$ cat config.mk
export PLATFORM = sky130hd
export DESIGN_NAME = spi_master
export DESIGN_NICKNAME = d
export VERILOG_FILES = /design/src/rtl/spi_master.sv
export SDC_FILE = /design/constraint.sdc
export NUM_CORES = 1
export LEC_CHECK = 0
export BUFFER_PORTS_ARGS = -buffer_cell sky130_fd_sc_hd__buf_2
export CAP_MARGIN = 30
export CORE_MARGIN = 3
export CORE_UTILIZATION = 46
export CTS_CLUSTER_SIZE = 12
export DETAILED_ROUTE_END_ITERATION = 8
export PLACE_DENSITY = 0.67
export SETUP_SLACK_MARGIN = 0.1
export SLEW_MARGIN = 25
export SYNTH_ARGS = -nofsm -noshare
export SYNTH_HDL_FRONTEND = slang
export SYNTH_SLANG_ARGS = --single-unit
$ cat constraint.sdc
create_clock -name clk -period 5.6 [get_ports clk]
set_input_delay 1.4 -clock clk [delete_from_list [all_inputs] [get_ports clk]]
set_output_delay 1.4 -clock clk [all_outputs]
set_load 0.03 [all_outputs]
$ cat src/rtl/spi_master.sv
// SPI master: shifts one n-bit word out on mosi (MSB first) while shifting one in from miso.
// Define SPI_MASTER_CS_EN to add the cs_n port and the LEAD/TRAIL chip-select guard phases.
module spi_master #(
    parameter int n       = 8,
    parameter int CLK_DIV = 4
) (
    input  logic         clk,
    input  logic         nreset,
    input  logic         start,
    input  logic [n-1:0] tx_data,
    output logic         busy,
    output logic         done,
    output logic [n-1:0] rx_data,
    output logic         spi_clk,
    output logic         mosi,
    input  logic         miso
`ifdef SPI_MASTER_CS_EN
    ,
    output logic         cs_n
`endif
);

    localparam int HW = $clog2(CLK_DIV);
    localparam int BW = $clog2(n);
    localparam logic [HW-1:0] HALF_LAST = HW'(CLK_DIV - 1);
    localparam logic [BW-1:0] BIT_LAST  = BW'(n - 1);

`ifdef SPI_MASTER_CS_EN
    typedef enum logic [2:0] {IDLE, LEAD, HIGH, LOW, TRAIL, DONE} state_t;
`else
    typedef enum logic [1:0] {IDLE, HIGH, LOW, DONE} state_t;
`endif

    state_t         state_reg, state_next;
    logic [HW-1:0]  half_reg, half_next;
    logic [BW-1:0]  bit_reg, bit_next;
    // The MSB goes straight to mosi at load time, so only the remaining n-1 bits are kept.
    logic [n-2:0]   tx_reg, tx_next;
    logic [n-1:0]   rx_reg, rx_next;
    logic [n-1:0]   rx_data_reg, rx_data_next;
    logic           spi_clk_reg, spi_clk_next;
    logic           mosi_reg, mosi_next;
`ifdef SPI_MASTER_CS_EN
    logic           cs_n_reg, cs_n_next;
`endif

    always_ff @(posedge clk or negedge nreset) begin
        if (!nreset) begin
            state_reg   <= IDLE;
            half_reg    <= '0;
            bit_reg     <= '0;
            tx_reg      <= '0;
            rx_reg      <= '0;
            rx_data_reg <= '0;
            spi_clk_reg <= 1'b0;
            mosi_reg    <= 1'b0;
`ifdef SPI_MASTER_CS_EN
            cs_n_reg    <= 1'b1;
`endif
        end else begin
            state_reg   <= state_next;
            half_reg    <= half_next;
            bit_reg     <= bit_next;
            tx_reg      <= tx_next;
            rx_reg      <= rx_next;
            rx_data_reg <= rx_data_next;
            spi_clk_reg <= spi_clk_next;
            mosi_reg    <= mosi_next;
`ifdef SPI_MASTER_CS_EN
            cs_n_reg    <= cs_n_next;
`endif
        end
    end

    always_comb begin
        state_next   = state_reg;
        half_next    = half_reg;
        bit_next     = bit_reg;
        tx_next      = tx_reg;
        rx_next      = rx_reg;
        rx_data_next = rx_data_reg;
        spi_clk_next = spi_clk_reg;
        mosi_next    = mosi_reg;
`ifdef SPI_MASTER_CS_EN
        cs_n_next    = cs_n_reg;
`endif
        case (state_reg)
            // DONE accepts start exactly like IDLE so transfers can run back-to-back.
            IDLE, DONE: begin
                state_next = IDLE;
                if (start) begin
                    tx_next   = tx_data[n-2:0];
                    mosi_next = tx_data[n-1];
                    half_next = '0;
                    bit_next  = '0;
`ifdef SPI_MASTER_CS_EN
                    cs_n_next  = 1'b0;
                    state_next = LEAD;
`else
                    spi_clk_next = 1'b1;
                    state_next   = HIGH;
`endif
                end
            end
`ifdef SPI_MASTER_CS_EN
            LEAD: begin
                if (half_reg == HALF_LAST) begin
                    half_next    = '0;
                    spi_clk_next = 1'b1;
                    state_next   = HIGH;
                end else begin
                    half_next = half_reg + HW'(1);
                end
            end
`endif
            HIGH: begin
                if (half_reg == HALF_LAST) begin
                    half_next    = '0;
                    spi_clk_next = 1'b0;
                    rx_next      = {rx_reg[n-2:0], miso};
                    state_next   = LOW;
                end else begin
                    half_next = half_reg + HW'(1);
                end
            end
            LOW: begin
                if (half_reg == HALF_LAST) begin
                    half_next = '0;
                    if (bit_reg == BIT_LAST) begin
`ifdef SPI_MASTER_CS_EN
                        state_next = TRAIL;
`else
                        rx_data_next = rx_reg;
                        state_next   = DONE;
`endif
                    end else begin
                        bit_next     = bit_reg + BW'(1);
                        spi_clk_next = 1'b1;
                        mosi_next    = tx_reg[n-2];
                        tx_next      = tx_reg << 1;
                        state_next   = HIGH;
                    end
                end else begin
                    half_next = half_reg + HW'(1);
                end
            end
`ifdef SPI_MASTER_CS_EN
            TRAIL: begin
                if (half_reg == HALF_LAST) begin
                    half_next    = '0;
                    rx_data_next = rx_reg;
                    cs_n_next    = 1'b1;
                    state_next   = DONE;
                end else begin
                    half_next = half_reg + HW'(1);
                end
            end
`endif
            default: state_next = IDLE;
        endcase
    end

    assign busy    = (state_reg != IDLE) && (state_reg != DONE);
    assign done    = (state_reg == DONE);
    assign rx_data = rx_data_reg;
    assign spi_clk = spi_clk_reg;
    assign mosi    = mosi_reg;
`ifdef SPI_MASTER_CS_EN
    assign cs_n    = cs_n_reg;
`endif

endmodule

# Word-level counts from Yosys, hierarchy flattened
# Cells that the tools add are included.
[totals]
register_bits = 32
output_inout_bits = 12
elab_cells = 56
[op_classes]
n_addsub = 2
n_eq_ne = 10
muxes = 25
n_reduce_logical = 11
[op_table]
columns = ["op", "n"]
rows = [
  ["two-way mux 7 bit", 3],
  ["one-hot mux 7 bit (2 select lines)", 1],
  ["two-way mux 2 bit", 5],
  ["inequality test 2 bit (second input constant)", 5],
  ["two-way mux 3 bit", 3],
  ["two-way mux 1 bit", 8],
  ["AND reduction 4 bit", 2],
  ["equality test 2 bit (second input constant)", 3],
  ["one-hot mux 2 bit (3 select lines)", 1],
  ["one-hot mux 3 bit (2 select lines)", 1],
  ["one-hot mux 2 bit (2 select lines)", 1],
  ["AND reduction 2 bit", 2],
  ["nonzero test 2 bit", 2],
  ["OR reduction 2 bit", 2],
  ["adder 3 x 1 -> 3 bit (second input constant)", 1],
  ["equality test 3 bit (second input constant)", 1],
  ["one-hot mux 1 bit (3 select lines)", 1],
  ["AND reduction 3 bit", 1],
  ["adder 2 x 1 -> 2 bit (second input constant)", 1],
  ["equality test 2 x 1 -> 1 bit (second input constant)", 1],
  ["zero test 2 bit", 1],
  ["one-hot mux 1 bit (2 select lines)", 1],
  ["logical AND 1 bit", 1],
]

# Longest topological paths before layout
[logic_depth]
ltp_word = 4
ltp_mapped = 7
depth_no_buf = 5

# Worst setup path after synthesis
# OpenSTA, ideal clock, no wires.
[synth_path]
path_kind = "input to register"
startpoint = "in start"
endpoint = "reg bit_reg[0]"
setup_ps = 125
arrival_time_ps = 2288
slack_ps = 3187
stages = 4
path_buffers = 1
cell_sequence = "and2b_4 > a211oi_4 > buf_6 > mux2_4"
[synth_via]
elab_chain_cells = 2
[synth_lines]
columns = ["element", "line", "rtl"]
rows = [
  ["start: declaration", "9", "input logic start,"],
  ["inequality test 2 bit (no source line)", "--", ""],
  ["AND reduction 4 bit (no source line)", "--", ""],
  ["end signal: assignment", "63", "bit_reg <= bit_next;"],
  ["end: declaration", "36", "logic [BW-1:0] bit_reg, bit_next;"],
]
# Every way passes these cells.
# A chain may end at the register's enable or synchronous reset.

# Final worst setup path
[layout_path]
startpoint = "reg state_reg[0]"
endpoint = "out busy"
[layout_via]
elab_chain_cells = 2
word_cells_on_any_way = 3
cone_classes = "1 x eq/ne; 2 x reduce/logical"
[layout_lines]
columns = ["element", "line", "rtl"]
rows = [
  ["start: declaration", "34", "state_t state_reg, state_next;"],
  ["start signal: assignment", "61", "state_reg <= state_next;"],
  ["inequality test 2 bit or nonzero test 2 bit (tied branches)", "163", "assign busy = (state_reg != IDLE) && (state_reg != DONE);"],
  ["logical AND 1 bit *", "163", ""],
  ["end: declaration", "11", "output logic busy,"],
]
# Mark *: on every way between the ends. The rest lies on a longest branch, timed or not.

==> impl_metrics.csv <==
group,metric,value,unit
timing,fin_skew,0.00892,ns
clocking,cts_root_buf,"clkbuf_4",
logic_synthesis,synth_cell_type_count,25,
timing,max_freq,347,MHz
timing,final_hold_viol_count,0,
worst_setup_path,required,4.20,ns
layout,area_delta_synth_final,11.7,%
logic_synthesis,synth_most_common_cell,"dfrtp_1",
logic_synthesis,synth_area,0.00152,sq mm
clocking,cts.path.max_buffers,2,
logic_synthesis,syn-num-nets,128,
timing,finalSetupTns,0,ns
placement,numPortBuffers,23,
worst_setup_path,cp_slowest_cell,"dfrtp_1",
pwr,p_leak,0.000848,uW
logic_synthesis,synth_top_cell_by_area,"dfrtp_1",
route,drt-vias-per-instance,4.90,
layout,fin_nets,154,
route,via_count,882,
global_route,grt_antenna_before_repair,0,
global_route,grtUsageTotal,14.2,%
route,wl,2.36,mm
logic_synthesis,synthTopCellsByArea,"dfrtp_1 53%, mux2_2 18%, mux2_4 6.9%, ha_1 4.9%, inv_1 1.7%",
global_route,overflow,0,
global_route,grt_pass1_wl,4.35,mm
placement,detailed_place_hpwl,1.66,mm
clocking,cts_resized,0,
worst_setup_path,path_cells,"inv_1 -> ha_1 -> inv_1 -> buf_2",
route,antenna_left,0,
clocking,post_cts_buffers,0,
die,die-width,63.6,microns
die,num_rows,20,
clocking,clkLatencyLatePin,0.33,ns
outcome,status,"finished, final reports clean",
die,die_h,63.6,microns
logic_synthesis,synth_top_area_share,52.5,%
logic_synthesis,synthTopCellsByCount,"32 x dfrtp_1, 24 x mux2_2, 7 x inv_1, 7 x mux2_4",
die,die_area,0.00404,sq mm
pwr,power,661,uW
logic_synthesis,synth_cells,110,
timing,slew_headroom,50.0,%
flow_run,maxCapViolCount,0,
hold_path,hold_path_class,"flip-flop to flip-flop",
timing,drv_slew,0,
worst_setup_path,crit_path_start_kind,"flip-flop",
global_route,grt_max_degree,33,
die,io_pins,24,
worst_setup_path,crit_fanout,8,
timing,period_share,51.5,%
layout,drive_above_1_share,48.5,%
timing,min_period,2.88,ns
clocking,cts-hold-fix-buffers,0,
clocking,cts_htree_levels,2,
worst_setup_path,crit_path_max_incr_delay,0.41,ns
die,placeableCoreArea,0.00310,sq mm
placement,globalplace.congestion,0.735,
logic_synthesis,synth-edff-count,0,
worst_setup_path,crit_path_end_kind,"output port",
timing,worst_pin_slew,0.750,ns
layout,diodes,0,
die,start_util,49.1,%
logic_synthesis,synth-async-reset-ratio,100,%
worst_setup_path,cp_common_cell,"inv_1",
pwr,peakVddDrop,0.000161,V
logic_synthesis,syn_avg_cell_area,13.9,sq um
global_route,grt_pass1_vias,919,
logic_synthesis,synth_warnings,0,
route,drc,0,
worst_setup_path,worstPathArrival,1.48,ns
timing,setup_viol,0,
placement,dpl_worst_slack,2.72,ns
logic_synthesis,ys_ff_latch,32,
worst_setup_path,critPathKind,"flip-flop to output port",
pwr,p_per_area,388,mW/mm^2
timing,setup_ws,2.72,ns
route,drt_iter0_markers,46,
route,dr.pass1.iters,2,
clocking,cts.sinks,32,
clocking,cts.reportedPaths.clkPinSlew,0.10,ns
logic_synthesis,synthFlopType,"dfrtp_1",
clocking,cts_buffers,5,
route,post_drt_wl_per_cell,13.1,microns
timing,grt_setup_unrepaired,"false",
logic_synthesis,yosysSeqAreaShare,52.5,%
clocking,cts_tree,"done",
==> cell usage in the layout, fill, tap and decap left out <==
master / instances
clkbuf_4: 5
ha_1: 6
a211oi_4: 1
nand3_1: 2
dfrtp_1: 32
a22o_2: 1
buf_2: 23
clkinv_2: 1
a22o_1: 1
nor2b_1: 2
o21ai_0: 2
and2b_1: 1
nand2_1: 6
mux2i_1: 2
or2b_2: 1
and2b_4: 1
inv_1: 7
mux2_2: 24
nand3_2: 1
o31ai_1: 1
nor2_1: 3
mux2_4: 7
a21oi_1: 2
nand2b_4: 1
clkbuf_1: 1
nand4b_1: 1
o211ai_1: 1
==> metrics by stage <==
stage	std cells	cell area [sq um]	util, %	hold slack, ns
4_1_cts	180	1700	54.9	0.498
6_report	180	1700	54.9	0.496
5_1_grt	180	1700	54.9	0.522
2_1_floorplan	110	1520	-	0.450
3_3_place_gp	173	1660	53.4	0.469
3_5_place_dp	173	1660	53.4	0.481
==> layer usage <==
layer | up-vias | routed length (microns) | GRT usage (%)
met5 | - | 0 | 0
met1 | 426 | 1090 | 18.0
met2 | 20 | 1070 | 21.3
met4 | 0 | 29 | 5.66
li1 | 432 | - | -
met3 | 4 | 162 | 6.06
==> kinds of logic (layout without fill, tap and decap cells) <==
kind of cell             after synthesis  in the layout  synth area share [%]
buffers and inverters                 11             37                  4.19
adder cells (fa/ha/maj)                6              6                  4.93
flip-flops                            32             32                  52.5
AO/OA/AOI/OAI                          9              9                  4.84
AND/OR/NAND/NOR                       19             19                  7.55
multiplexers                          33             33                  25.9
==> layout make-up <==
| cell class | count | area [sq um] |
|---|---|---|
| Timing Repair Buffer | 23 | 115 |
| Multi-Input combinational cell | 67 | 659 |
| Clock inverter | 1 | 5.00 |
| Tap cell | 44 | 55.1 |
| Inverter | 7 | 26.3 |
| Sequential cell | 32 | 801 |
| Fill cell | 301 | 1400 |
| Clock buffer | 6 | 41.3 |
==> path summary, 6_finish.rpt <==
check	endpoint	slack (ns)	from	cells past startpoint
max reg2reg	tx_reg[3]	3.14	state_reg[0]	5
min reg2reg	half_reg[0]	0.50	half_reg[0]	1
min	half_reg[0]	0.50	half_reg[0]	1
max	busy	2.72	state_reg[0]	4
min in group asynchronous	state_reg[0]	1.09	nreset	1
max in group asynchronous	rx_reg[4]	4.05	nreset	1
==> report_power, final <==
group	switching (uW)	internal, uW
combinational	102	112
clock	74.7	46.2
sequential	36.5	289
==> critical path, delay by kind of cell, from the launching register on <==
kind       cells  cell delay [ns]
buf+inv        3             0.35
flops          1             0.41
fa+ha+maj      1             0.38
(Power assumes the default switching activity.)
